**src/rtl/led_bank_scheduler.sv**
```systemverilog
//==============================================================================
// Module   : led_bank_scheduler
// Purpose  : Round-robin time-sharing of the 8 led / 24 io_led bank between
//            NUM_REQ pattern sources, with minimum hold time and tick-paced
//            per-requester blinking. Optional macro: LED_LAMP_TEST_EN.
// Revision : 1.0 - initial release
//==============================================================================
`default_nettype none

module led_bank_scheduler #(
    parameter int NUM_REQ    = 3,
    parameter int TICK_DIV   = 50000000,
    parameter int HOLD_TICKS = 4,
    parameter int CNT_W      = 27
) (
    input  logic                    clk,
    input  logic                    rst_n,
    input  logic [NUM_REQ-1:0]      req,
    input  logic [32*NUM_REQ-1:0]   pattern,
    input  logic [NUM_REQ-1:0]      blink,
`ifdef LED_LAMP_TEST_EN
    input  logic                    lamp_test,
`endif
    output logic [NUM_REQ-1:0]      grant,
    output logic [7:0]              led,
    output logic [23:0]             io_led,
    output logic                    busy
);

    localparam int IDX_W  = (NUM_REQ > 1) ? $clog2(NUM_REQ) : 1;
    localparam int HOLD_W = (HOLD_TICKS > 0) ? $clog2(HOLD_TICKS + 1) : 1;

    typedef enum logic [1:0] {
        ST_IDLE    = 2'd0,
        ST_OWN     = 2'd1,
        ST_HANDOFF = 2'd2
    } state_t;

    state_t              r_state;
    logic [CNT_W-1:0]    r_cnt;
    logic [IDX_W-1:0]    r_owner;
    logic [IDX_W-1:0]    r_last;
    logic [HOLD_W-1:0]   r_hold;
    logic                r_phase;
    logic [NUM_REQ-1:0]  r_grant;
    logic [7:0]          r_led;
    logic [23:0]         r_io_led;
    logic                r_busy;

    logic                w_tick;
    logic                w_any;
    logic [IDX_W-1:0]    w_pick;
    logic [IDX_W-1:0]    w_idx;
    logic [31:0]         w_pick_pat;
    logic [31:0]         w_own_pat;
    logic                w_hold_done;
    logic                w_others;
    logic                w_release;

    // Free-running tick divider, independent of the FSM state.
    assign w_tick = (r_cnt == CNT_W'(TICK_DIV - 1));

    always_ff @(posedge clk or negedge rst_n) begin
        if (!rst_n) begin
            r_cnt <= '0;
        end else if (w_tick) begin
            r_cnt <= '0;
        end else begin
            r_cnt <= r_cnt + 1'b1;
        end
    end

    // Scan downward so the last hit is the one closest after r_last.
    always_comb begin
        w_any  = 1'b0;
        w_pick = '0;
        w_idx  = '0;
        for (int k = NUM_REQ; k >= 1; k--) begin
            w_idx = IDX_W'((int'(r_last) + k) % NUM_REQ);
            if (req[w_idx]) begin
                w_any  = 1'b1;
                w_pick = w_idx;
            end
        end
    end

    assign w_pick_pat  = pattern[32*int'(w_pick) +: 32];
    assign w_own_pat   = pattern[32*int'(r_owner) +: 32];
    assign w_hold_done = (r_hold == HOLD_W'(HOLD_TICKS));
    assign w_others    = |(req & ~r_grant);
    assign w_release   = !req[r_owner] || (w_hold_done && w_others);

    always_ff @(posedge clk or negedge rst_n) begin
        if (!rst_n) begin
            r_state  <= ST_IDLE;
            r_owner  <= '0;
            r_last   <= IDX_W'(NUM_REQ - 1);
            r_hold   <= '0;
            r_phase  <= 1'b1;
            r_grant  <= '0;
            r_led    <= 8'h00;
            r_io_led <= 24'h000000;
            r_busy   <= 1'b0;
        end else begin
            case (r_state)
                ST_OWN: begin
                    if (w_release) begin
                        r_state  <= ST_HANDOFF;
                        r_grant  <= '0;
                        r_led    <= 8'h00;
                        r_io_led <= 24'h000000;
                        r_busy   <= 1'b0;
                    end else begin
                        if (blink[r_owner] && !r_phase) begin
                            r_led    <= 8'h00;
                            r_io_led <= 24'h000000;
                        end else begin
                            r_led    <= w_own_pat[7:0];
                            r_io_led <= w_own_pat[31:8];
                        end
                        if (w_tick) begin
                            if (!w_hold_done) begin
                                r_hold <= r_hold + 1'b1;
                            end
                            r_phase <= blink[r_owner] ? ~r_phase : 1'b1;
                        end
                    end
                end
                default: begin
                    // IDLE and HANDOFF both arbitrate; HANDOFF always lasts one cycle.
                    if (w_any) begin
                        r_state  <= ST_OWN;
                        r_owner  <= w_pick;
                        r_last   <= w_pick;
                        r_hold   <= '0;
                        r_phase  <= 1'b1;
                        r_grant  <= {{(NUM_REQ-1){1'b0}}, 1'b1} << w_pick;
                        r_led    <= w_pick_pat[7:0];
                        r_io_led <= w_pick_pat[31:8];
                        r_busy   <= 1'b1;
                    end else begin
                        r_state  <= ST_IDLE;
                        r_grant  <= '0;
                        r_led    <= 8'h00;
                        r_io_led <= 24'h000000;
                        r_busy   <= 1'b0;
                    end
                end
            endcase
`ifdef LED_LAMP_TEST_EN
            if (lamp_test) begin
                r_led    <= 8'hFF;
                r_io_led <= 24'hFFFFFF;
            end
`endif
        end
    end

    assign grant  = r_grant;
    assign led    = r_led;
    assign io_led = r_io_led;
    assign busy   = r_busy;

endmodule

`default_nettype wire

```
**config.mk**
```make
export PLATFORM = sky130hd
export DESIGN_NAME = led_bank_scheduler
export DESIGN_NICKNAME = d
export VERILOG_FILES = /design/src/rtl/led_bank_scheduler.sv
export SDC_FILE = /design/constraint.sdc
export NUM_CORES = 1
export LEC_CHECK = 0
export CORE_ASPECT_RATIO = 0.9
export CORE_MARGIN = 2
export CORE_UTILIZATION = 52
export DETAILED_ROUTE_END_ITERATION = 12
export PLACE_DENSITY = 0.89
export SETUP_SLACK_MARGIN = 0.1
export SYNTH_ARGS = -nofsm -noshare
export SYNTH_HDL_FRONTEND = slang
export SYNTH_SLANG_ARGS = --single-unit
```
**constraint.sdc**
```tcl
create_clock -name clk -period 6.3 [get_ports clk]
set_input_delay 1.26 -clock clk [delete_from_list [all_inputs] [get_ports clk]]
set_output_delay 1.26 -clock clk [all_outputs]
set_load 0.02 [all_outputs]
```
Word-level counts from Yosys, hierarchy flattened:

Index checks and enable logic that the tools add are counted.

* $lt $le $gt $ge: 4
* mux-type cells: 44
* reductions and logical operators: 10
* eq/ne operators: 7
* shift-type cells: 3
* bitwise gates (word level): 4
* $add $sub $neg: 5
* div/mod/pow operators: 3

Operators by type and width (count)
* $shiftx 96x8->32: 2
* $mod 32x3->32 const B: 3
* $mux 24: 4
* $mux 8: 4
* $add 27x1->27 const B: 1
* $eq 27x26->1 const B: 1
* $mux 27: 1
* $mux 3: 8
* $mux 1: 17
* $lt 2x3->1 const B: 4
* $bmux 1 s2: 5
* $mux 2: 5
* $ne 2x2->1 const B: 4
* $add 2x2->3 const B: 2
* $reduce_and 4->1: 1
* $add 2x1->3 const B: 1
* $add 3x1->3 const B: 1
* $and 3x3->3: 1
* $eq 3x3->1 const B: 1
* $not 3->3: 1
* $reduce_and 3->1: 1
* $reduce_or 3->1: 1
* $shl 1x2->3 const A: 1
* $eq 2x1->1 const B: 1
* other kinds (6): 9

* input bits: 104
* output and inout bits: 36
* register bits: 73

Depth between registers and ports, before layout:

* depth in word-level cells: 10
* gate-level depth with buffers: 11
* gate-level depth less buffers: 7

Worst setup path after synthesis:

No wires, ideal clock.

* kind: input -> register
* from: input port req[1]
* to: register r_io_led[10], in the netlist io_led[10]
* stages: 7
* library setup time: 133 ps
* required time: 6167 ps
* data arrival time: 2695 ps
* slack: 3472 ps
* cell sequence: buf_2 mux2i_2 nor2_1 o311ai_4 buf_6 mux2i_1 o221ai_2

* cells in the longest elaborated chain, start to end: 8
* elaborated cells on any way between the ends: 23
* those cells by class: shift: 1; mux: 17; bitwise: 1; reduce/logical: 4

Ends and longest elaborated chain
* start, declared: line 18 `input logic [NUM_REQ-1:0] req,`
* $bmux 1 s2: line 80 `if (req[w_idx]) begin`
* $mux 1 (implied by the code): line 80
* $mux 2 (3 in a row): line 80
* $shiftx 96x8->32: line 87 `assign w_pick_pat = pattern[32*int'(w_pick) +: 32];`
* $mux 24: line 131 `if (w_any) begin`
* $mux 24 *: line 105 `case (r_state)`
* end signal, assigned: line 119 `r_io_led <= w_own_pat[31:8];`
* end signal, assigned: line 139 `r_io_led <= w_pick_pat[31:8];`
* end, declared: line 47 `logic [23:0] r_io_led;`

Mark *: on every way between the ends. The rest lies on a longest branch, timed or not. The select of a mux whose other input is x is not followed.
A chain may end at the register's enable or synchronous reset.

Worst setup path after layout:

* from: input port req[2]
* to: register r_io_led[5], in the netlist io_led[5]

Same word-level chain as after synthesis.

==> metrics.txt <==
peak supply drop 315 uV; final hold vios 0; initial DRC count between 300 and 400; FF-to-FF path depth 9; Final Setup Violations 0; Util after Layout 0.714; final cell count without fillers 762; pre-CTS worst setup slack approximately 1.9 ns; RSZ-0062 raised after global routing no; worst-margin pin slew 1.16 ns; WS Path Type primary input to flop; largest net degree at the start of global routing 72; fmax 246 MHz; Slew headroom 0.226; Syn. warnings 0; CTS tree done; antenna violations before repair 1; hold depth 1; post-cts sizing count 0; outcome complete, no violations; core area 9130 um^2; post-synthesis cell area 4890 um^2; Netlist cell types 60; min setup slack post-route roughly 2.2 ns; global-route wire length before repair 22.2 mm; starting density of the core 0.536; final WL 13.8 mm; Setup Fix Bufs, Post-CTS 0; Syn Inst Count 514; XOR/XNOR Fraction of Synth Area 0.0448; Inserted Clock Buffers 9; row count 33; Root Driver clkbuf_8; CP cell instances clkdlybuf4s50_1 -> mux2i_2 -> o21ai_2 -> o311ai_4 -> buf_4 -> nand2_2 -> o221ai_2; EDFF count, synth 0; post-synthesis async set-or-reset flop share 1.00; post-DR wirelength/cell 18.1 um; die area 10200 um^2; most frequent cells in the layout clkdlybuf4s50_1 (138), nand2_1 (75), mux2i_1 (69), dfrtp_1 (68), nand3_1 (45); # DRC 0; clock sinks 71; Final GP Congestion 0.887; clock skew around 0.008 ns; Final period util 0.645; Detailed Place HPWL 9.67 mm; via count roughly 4600; pwr dens 479 nW/um^2; post-synthesis simple-gate area fraction 0.197; Nets roughly 750; die width 106 um; Ports 140; hold crit path type flop to flop; fill count 646; setup TNS 0 ns; grt ovf 0; CP endpoint kind flop; slowest cell on the critical path nand2_2; Port Buffers 139; clk buf depth 2; Lkg Pwr about 0.0028 uW; Main synth FF type dfrtp_1; max_cap viols 0; mux contribution to synthesized area 0.149; Worst EP required 6.54 ns; Seq/Total Area, Yosys 0.364; diodes inserted 0; Worst path max stage delay 0.68 ns; commonest non-fill, non-tap cell in the layout clkdlybuf4s50_1; Area Growth Syn to Fin 33.2%; Tmin final 4.06 ns; combinational family with the most area after synthesis simple AND/OR/NAND/NOR gates; Pre-Repair DR Iteration Count 5; Arr. time, crit path around 4.3 ns; H-tree lvl count 3; cts hold-fix bufs 0; smallest hold slack 0.488 ns; total track usage 0.276; Yosys reg bits 71; vias per cell 6.07; syn_nets approximately 630; crit-path max FO 35; crit start category primary input; clk_lat worst skew 0.35 ns; vias in the first global route 4550; compound-cell area share of the yosys netlist 0.181; Die Ht 96.0 um; Adder-Cell Fraction of Synth Area 0.0179; synthesized area per cell 9.51 um^2; ANT nets after route 0; Max Slew Vio Count 0; share of cells above drive strength 1 0.106; Inst Count DP 746; Clock transition at path regs ~0.07 ns
[worst max-delay path, delay by kind of cell]
kind / cells / cell delay [ns]
buf+inv: 2 / 1.15
compound gates: 3 / 0.84
simple gates: 1 / 0.68
mux: 1 / 0.33
[worst paths after layout]
path | startpoint | to | slack (ns)
max in group asynchronous | rst_n | r_owner[1]$_DFFE_PN0P_ | 4.56
setup / recovery | req[2] | io_led[5]$_DFF_PN0_ | 2.24
hold reg to reg | r_cnt[6]$_DFF_PN0_ | r_cnt[6]$_DFF_PN0_ | 0.49
setup reg to reg | r_owner[0]$_DFFE_PN0P_ | io_led[5]$_DFF_PN0_ | 2.58
hold / removal | r_cnt[6]$_DFF_PN0_ | r_cnt[6]$_DFF_PN0_ | 0.49
min in group asynchronous | rst_n | r_cnt[24]$_DFF_PN0_ | 1.12
[cell families after synthesis]
group | count (synthesis)
AND/OR/NAND/NOR | 199
AO/OA/AOI/OAI | 96
multiplexers | 72
flip-flops | 71
buffers and inverters | 44
XOR/XNOR | 25
adder cells (fa/ha/maj) | 7
[sequential cells by signal, indices dropped and copies added (netlist names)]
name     count
r_hold       3
r_state      2
r_cnt       27
r_phase      1
grant        3
r_owner      2
r_last       1
io_led      24
led          8
[metrics by stage]
step,instance area (um^2),power [uW]
after floorplan,4890,2220
after global placement,6310,2680
after detailed placement,6310,2740
after CTS,6510,3110
after global routing,6510,3300
final,6510,3120
[synth_stat cells, types with 2 or more instances]
cell      count  area (um^2)
nor3_1        4         20.0
mux2i_1      69          691
nor4b_1       2         17.5
and2_1        2         12.5
a21oi_1       2         10.0
o21ai_0      35          175
xnor2_1       9         78.8
a211o_1       2         17.5
buf_4         3         22.5
nand4_1      11         68.8
buf_2        14         70.1
and3_1        3         18.8
xor2_1       16          140
nor4_1        2         12.5
nand2_1      75          282
o221ai_1      4         35.0
and4_1        3         26.3
mux2i_2       2         27.5
dfrtp_1      69         1730
clkbuf_1     15         56.3
nor2_1       25         93.8
o221ai_2     28          420
nor2b_1       4         25.0
o22ai_1       2         12.5
nand3b_1      6         45.0
inv_1         7         26.3
a21o_1        5         37.5
buf_6         4         45.0
nand3_1      45          225
ha_1          7         87.6
dfstp_2       2         52.6
nand2b_1      9         56.3
[final cells by class]
cell class | instances | area (um^2) | area share
clock buffer | 11 | 141 | 0.0217
clock inverter | 5 | 57.6 | 0.00884
inverter | 7 | 26.3 | 0.00404
multi-input combinational | 399 | 2910 | 0.446
sequential | 71 | 1780 | 0.273
tap | 122 | 153 | 0.0234
timing repair buffer | 147 | 1450 | 0.222
[report_power, final]
part	internal, uW	total [uW]	leakage (uW)	switching (uW)
logic	875	2060	0.00174	1190
registers	580	688	0.000925	108
clock network	193	370	0.0000916	177
[per-layer routing]
layer,routed length [um],vias to the layer above,global-route usage
met5,11,-,0
met4,291,2,0.0899
met3,1230,33,0.0819
met2,6880,225,0.490
met1,5390,2244,0.323
li1,-,2122,-
Note: power is estimated with default switching activity, not from simulation.
